### config.mk
export PLATFORM = sky130hd
export DESIGN_NAME = ring_token_arbiter
export DESIGN_NICKNAME = d
export VERILOG_FILES = /design/src/rtl/ring_arb_pkg.sv /design/src/rtl/ring_token_reg.sv /design/src/rtl/ring_token_arbiter.sv
export SDC_FILE = /design/constraint.sdc
export NUM_CORES = 1
export LEC_CHECK = 0
export ABC_AREA = 1
export CAP_MARGIN = 10
export CORE_MARGIN = 2
export CORE_UTILIZATION = 45
export CTS_BUF_LIST = sky130_fd_sc_hd__clkbuf_16
export DETAILED_ROUTE_END_ITERATION = 16
export PLACE_DENSITY_LB_ADDON = 0.08
export SLEW_MARGIN = 20
export SYNTH_ARGS = -nofsm -noshare
export SYNTH_HDL_FRONTEND = slang
export SYNTH_SLANG_ARGS = --single-unit
### constraint.sdc
create_clock -name clock -period 1.6 [get_ports clock]
set_input_delay 0.32 -clock clock [delete_from_list [all_inputs] [get_ports clock]]
set_output_delay 0.32 -clock clock [all_outputs]
set_load 0.02 [all_outputs]
### src/rtl/ring_arb_pkg.sv
// Shared types and helpers for the ring token arbiter.
//   arb_state_t          : arbiter FSM states (IDLE, GRANT)
//   DIR_LEFT / DIR_RIGHT : values of the mode input (0 = rotate left, 1 = rotate right)
//   onehot2bin           : index of the set bit of a one-hot vector (0 when none is set)
//   is_onehot            : 1 when exactly one bit of the vector is set
// Both helpers take a MAX_N-wide vector; callers zero-extend narrower vectors.
package ring_arb_pkg;

    typedef enum logic {IDLE, GRANT} arb_state_t;

    localparam logic DIR_LEFT  = 1'b0;
    localparam logic DIR_RIGHT = 1'b1;

    localparam int MAX_N = 64;

    function automatic int onehot2bin(input logic [MAX_N-1:0] v);
        int r;
        r = 0;
        for (int i = 0; i < MAX_N; i++) begin
            if (v[i]) r = i;
        end
        return r;
    endfunction

    function automatic logic is_onehot(input logic [MAX_N-1:0] v);
        return (v != '0) && ((v & (v - 1'b1)) == '0);
    endfunction

endpackage

### src/rtl/ring_token_reg.sv
// One-hot priority token register for the ring arbiter.
// Ports:
//   clock    in  : clock, state changes on posedge
//   reset    in  : asynchronous, active-low; token returns to bit 0
//   load_en  in  : load token from load (caller guarantees load is one-hot)
//   load     in  : new token value
//   adv_en   in  : advance token one position past adv_from
//   adv_from in  : one-hot position to advance from (the releasing owner)
//   mode     in  : DIR_LEFT advances toward higher index, DIR_RIGHT toward lower
//   token    out : current one-hot token
module ring_token_reg
    import ring_arb_pkg::*;
#(
    parameter int N = 4
) (
    input  logic         clock,
    input  logic         reset,
    input  logic         load_en,
    input  logic [N-1:0] load,
    input  logic         adv_en,
    input  logic [N-1:0] adv_from,
    input  logic         mode,
    output logic [N-1:0] token
);

    always_ff @(posedge clock or negedge reset) begin
        if (!reset) begin
            token <= {{(N-1){1'b0}}, 1'b1};
        end else if (adv_en) begin
            // Rotating the one-hot owner by one lands on the next position in the ring.
            if (mode == DIR_RIGHT) token <= {adv_from[0], adv_from[N-1:1]};
            else                   token <= {adv_from[N-2:0], adv_from[N-1]};
        end else if (load_en) begin
            token <= load;
        end
    end

endmodule

### src/rtl/ring_token_arbiter.sv
// Round-robin arbiter sharing one downstream resource among N requesters.
// Priority is a one-hot ring token; the search starts at the token and walks
// upward (mode=0) or downward (mode=1) with wrap-around. Grant is registered
// and sticky until the owner drops its request.
// Optional feature: define RING_TOKEN_ARBITER_TIMEOUT_EN to force a revoke after
// MAX_HOLD consecutive grant cycles.
// Ports:
//   clock       in  : clock
//   reset       in  : asynchronous, active-low
//   req         in  : per-requester request, level-sensitive
//   mode        in  : 1 = rotate right (lower index), 0 = rotate left
//   load_en     in  : load token from load (IDLE only, load must be one-hot)
//   load        in  : new token value
//   grant       out : one-hot grant, registered
//   grant_valid out : |grant
//   grant_id    out : binary index of the owner, 0 when no grant
//   token       out : current priority token
module ring_token_arbiter
    import ring_arb_pkg::*;
#(
    parameter int N        = 4,
    parameter int MAX_HOLD = 8
) (
    input  logic                 clock,
    input  logic                 reset,
    input  logic [N-1:0]         req,
    input  logic                 mode,
    input  logic                 load_en,
    input  logic [N-1:0]         load,
    output logic [N-1:0]         grant,
    output logic                 grant_valid,
    output logic [$clog2(N)-1:0] grant_id,
    output logic [N-1:0]         token
);

    localparam int IDW = $clog2(N);

    arb_state_t         state;
    logic [MAX_N-1:0]   token_ext;
    logic [MAX_N-1:0]   load_ext;
    logic               load_take;
    logic               win_found;
    logic [IDW-1:0]     win_idx;
    logic               hold_expired;
    logic               release_now;

    assign token_ext = {{(MAX_N-N){1'b0}}, token};
    assign load_ext  = {{(MAX_N-N){1'b0}}, load};

    // A malformed load is dropped so arbitration can proceed in the same cycle.
    assign load_take = (state == IDLE) && load_en && is_onehot(load_ext);

    // Masked priority search: first set request starting at the token position.
    always_comb begin
        int pos;
        int cand;
        logic [IDW-1:0] idx;
        win_found = 1'b0;
        win_idx   = '0;
        pos       = onehot2bin(token_ext);
        cand      = 0;
        idx       = '0;
        for (int i = 0; i < N; i++) begin
            if (mode == DIR_LEFT) cand = (pos + i) % N;
            else                  cand = (pos - i + N) % N;
            idx = IDW'(cand);
            if (!win_found && req[idx]) begin
                win_found = 1'b1;
                win_idx   = idx;
            end
        end
    end

`ifdef RING_TOKEN_ARBITER_TIMEOUT_EN
    localparam int HOLD_W = $clog2(MAX_HOLD + 1);
    logic [HOLD_W-1:0] hold_cnt;

    // Counts grant cycles; reads 1 during the first cycle the grant is visible.
    always_ff @(posedge clock or negedge reset) begin
        if (!reset) begin
            hold_cnt <= '0;
        end else if (state == IDLE) begin
            hold_cnt <= (!load_take && win_found) ? HOLD_W'(1) : '0;
        end else if (release_now) begin
            hold_cnt <= '0;
        end else begin
            hold_cnt <= hold_cnt + HOLD_W'(1);
        end
    end

    assign hold_expired = (hold_cnt == HOLD_W'(MAX_HOLD));
`else
    assign hold_expired = 1'b0;
`endif

    assign release_now = (state == GRANT) && (!req[grant_id] || hold_expired);

    always_ff @(posedge clock or negedge reset) begin
        if (!reset) begin
            state    <= IDLE;
            grant    <= '0;
            grant_id <= '0;
        end else begin
            case (state)
                IDLE: begin
                    if (!load_take && win_found) begin
                        grant    <= {{(N-1){1'b0}}, 1'b1} << win_idx;
                        grant_id <= win_idx;
                        state    <= GRANT;
                    end
                end
                GRANT: begin
                    // Releasing always passes through IDLE, so grants never run back to back.
                    if (release_now) begin
                        grant    <= '0;
                        grant_id <= '0;
                        state    <= IDLE;
                    end
                end
                default: begin
                    state    <= IDLE;
                    grant    <= '0;
                    grant_id <= '0;
                end
            endcase
        end
    end

    assign grant_valid = |grant;

    ring_token_reg #(.N(N)) u_token (
        .clock    (clock),
        .reset    (reset),
        .load_en  (load_take),
        .load     (load),
        .adv_en   (release_now),
        .adv_from (grant),
        .mode     (mode),
        .token    (token)
    );

endmodule

==> results of run 1 <==
flip-flops by register name, summed over array words and instances (netlist names):
signal and flops:
state 1, u_token.token 4, grant 4, grant_id 2
worst paths after layout:
check / startpoint / endpoint / slack, ns / cells after the start
setup / recovery: u_token.token[3] / grant[0] / -0.15 / 12
hold / removal: reset / grant[2] / 0.42 / 1
setup reg to reg: u_token.token[3] / grant[0] / -0.15 / 12
hold reg to reg: u_token.token[0] / u_token.token[0] / 0.52 / 2
max in group asynchronous: reset / u_token.token[2] / 0.81 / 1
min in group clock: u_token.token[0] / u_token.token[0] / 0.52 / 2
logic make-up (layout without fill, tap and decap cells):
group / count (synthesis) / in the layout / synth area share
AO/OA/AOI/OAI: 17 / 17 / 0.125
buffers and inverters: 25 / 77 / 0.104
flip-flops: 11 / 11 / 0.273
AND/OR/NAND/NOR: 105 / 107 / 0.490
XOR/XNOR: 1 / 1 / 0.00864
timing repair:
item                       in CTS  in global routing
setup endpoints to repair      10                 13
resized for setup              17                 48
cloned                          2                  0
buffers inserted                3                  7
pin swaps                       9                  9
metal layers:
metal	routed length, um	track usage	share of wire
met1	1480	0.323	0.40
met2	1910	0.404	0.52
met3	230	0.0380	0.063
met4	57	0.0658	0.016
met5	0	0	0
synth_stat cells (2+ instances only):
cell type | instances | area, um2
sky130_fd_sc_hd__a21oi_1 | 2 | 10.0
sky130_fd_sc_hd__dfrtp_1 | 10 | 250
sky130_fd_sc_hd__inv_1 | 18 | 67.6
sky130_fd_sc_hd__inv_2 | 4 | 15.0
sky130_fd_sc_hd__nand2_1 | 58 | 218
sky130_fd_sc_hd__nand2_2 | 7 | 43.8
sky130_fd_sc_hd__nand2_4 | 2 | 22.5
sky130_fd_sc_hd__nand3_1 | 23 | 115
sky130_fd_sc_hd__nand4_1 | 4 | 25.0
sky130_fd_sc_hd__nor2_1 | 7 | 26.3
sky130_fd_sc_hd__o211ai_1 | 5 | 37.5
sky130_fd_sc_hd__o21ai_0 | 5 | 25.0
sky130_fd_sc_hd__o221ai_1 | 3 | 26.3
worst max-delay path, stage by stage (launching register included):
cell                       delay, ns
sky130_fd_sc_hd__dfrtp_2        0.44
sky130_fd_sc_hd__clkinv_4       0.11
sky130_fd_sc_hd__buf_8          0.14
sky130_fd_sc_hd__nand3_1        0.10
sky130_fd_sc_hd__nand2_2        0.12
sky130_fd_sc_hd__nand2_2        0.09
sky130_fd_sc_hd__nand2_4        0.11
sky130_fd_sc_hd__nand3_4        0.08
sky130_fd_sc_hd__o21bai_4       0.17
sky130_fd_sc_hd__buf_4          0.13
sky130_fd_sc_hd__nor2_1         0.03
sky130_fd_sc_hd__nand2_1        0.06
sky130_fd_sc_hd__nand2_1        0.05
cell type report:
type / instances / area, um2 / area share
tap: 28 / 35.0 / 0.0199
multi-input combinational: 125 / 817 / 0.464
sequential: 11 / 280 / 0.159
clock inverter: 1 / 3.75 / 0.00213
timing repair buffer: 50 / 452 / 0.257
inverter: 23 / 96.3 / 0.0548
clock buffer: 3 / 75.1 / 0.0427
power by group:
part	internal [mW]	leakage, nW	total [mW]	switching [mW]
logic	1.23	0.802	2.99	1.76
registers	0.406	0.135	0.550	0.144
clock network	0.328	0.0423	0.456	0.127
through the flow:
stage                     total power [mW]  setup TNS [ns]  hold WS [ns]
after detailed placement              2.78           -2.61         0.521
after global placement                2.75           -2.41         0.512
final                                 3.99          -0.959         0.422
after floorplan                       2.01               0        0.0244
after global routing                  4.25           -1.95         0.473
after CTS                             3.44          -0.505         0.444
==> results.env, run 1 <==
CTSHTREEMAXLEVEL=1
WORSTSETUPSTARTPOINTTYPE='flop'
MAXSLEWVIOLCOUNT=0
LARGEST_NET_DEGREE_AT_THE_START_OF_GLOBAL_ROUTING=14
FINAL_LAYOUT_SIZE_SUFFIX_GT1_FRAC=0.380
AREAGROWTHSYNTHTOFINISH_PCT=73.6
TIGHTESTPINTRANSITION_NS=0.508
YS_SEQ_AREA_FRAC=0.273
YS_SEQ_ELEMENTS=11
FRACTION_OF_THE_CYCLE_THE_FINAL_WORST_PATH_NEEDS=1.10
TOTALWIRELENGTH_MM=3.67
SYNTH_ASYNC_SR_FLOP_SHARE=1.00
DRV_CAP=0
CP_MAX_FO=7
FINALCLOCKSKEW_NS=0.00179
PEAKVDDDROP_mV=1.52
DIE-WIDTH_UM=51.5
SYNTH_AREA_UM2=1010
GRT_ANTENNA_BEFORE_REPAIR=0
CRITICALPATHCATEGORY='reg2reg'
DETAILED_PLACE.AREA_UM2=1390
SETUP_VIOL_COUNT_FINAL=10
IO_BUFFER_COUNT=22
REMAINING_DRC_ERRORS=0
HOLD_VIOL_FINAL=0
YOSYS_MOST_USED_DFF='sky130_fd_sc_hd__dfrtp_1'
INSTANCES_NO_FILL=241
NETLIST-CELL-TYPE-COUNT=24
P_LEAK_nW=0.979
GR-USAGE-ALL-LAYERS=0.242
CTS_INSERTED_BUFFERS=3
FAILED_CHECKS='negative setup slack'
NETS=226
PLACED_CELLS_INCL_TAPS=225
HOLD_PATH.CLASS='in2async'
NETLIST_INSTANCES=159
WORST-ENDPOINT-REQUIRED_NS=1.73
ROUTE.DETAILED.VIAS_PER_INST=5.40
CLK_LAT_WORST_SKEW_NS=0.24
NUM_ANTENNA_CELLS=0
DETAILEDPLACEMENTHPWL_MM=2.09
OUTCOME='complete, but fails checks'
CLK_PIN_SLEW_WORST_PATHS_NS=0.04
DIE-AREA_UM2=2650
FP.COREAREA_UM2=2170
MAX-SLEW-MARGIN-REL=0.660
SYNTH_EDF_COUNT=0
LAYOUT_COMMON_CELLS='sky130_fd_sc_hd__nand2_1, sky130_fd_sc_hd__buf_4, sky130_fd_sc_hd__inv_1'
POSTSYNTHAREAPERCELL_UM2=6.37
POWER.DENSITY_nW_PER_UM2=2270
FLOORPLAN.ROWS=17
TRITONCTS_CLOCK_TREE='built'
DRT_PRE_ANTENNA_ITERS=4
FINAL_CELL_AREA_UM2=1760
GRT_FIRST_PASS_WIRELENGTH_MM=4.85
DRTANTENNAVIOLNETS=0
CTS-ROOT-TO-SINK-BUFFERS=2
WORST_PATH_SETUP_SLACK_AFTER_ROUTING_NS=-0.154
GP_CONGESTION=0.909
PIN_COUNT=23
ACHIEVABLE-FREQUENCY_MHz=570
SYN-NUM-NETS=171
CTS.SINKS=11
FINAL_UTIL=0.811
WORST_EP_ARRIVAL_TIME_NS=1.88
N_FILL_CELL=151
FINAL_COMMON_CELL='sky130_fd_sc_hd__nand2_1'
FIRST_GLOBAL_VIAS=1133
DIEHEIGHT_UM=51.5
MIN_PERIOD_NS=1.75
YOSYS_WARNINGS=0
DETAILROUTE.VIA_COUNT=1302
GR-TOTAL-OVERFLOW=0
HOLD_BUFFERS=0
DPL_WORST_SLACK_NS=-0.338
WORST_SETUP_PATH_END_KIND='flop'
INITIAL_UTILIZATION=0.467
CLOCK_TREE.ROOT_CELL='sky130_fd_sc_hd__clkbuf_16'
FIRST_ITER_VIOLATIONS=50
WL_PER_CELL_UM=15.2
RSZ0062_AT_GRT='yes'
Power figures use the tool's default switching activity.
==> run 2, diff against run 1 <==
CTS_CLUSTER_SIZE = 40   (was default)
==> results of run 2 <==
The final DEF is identical to that of run 1; final timing and power are the same.
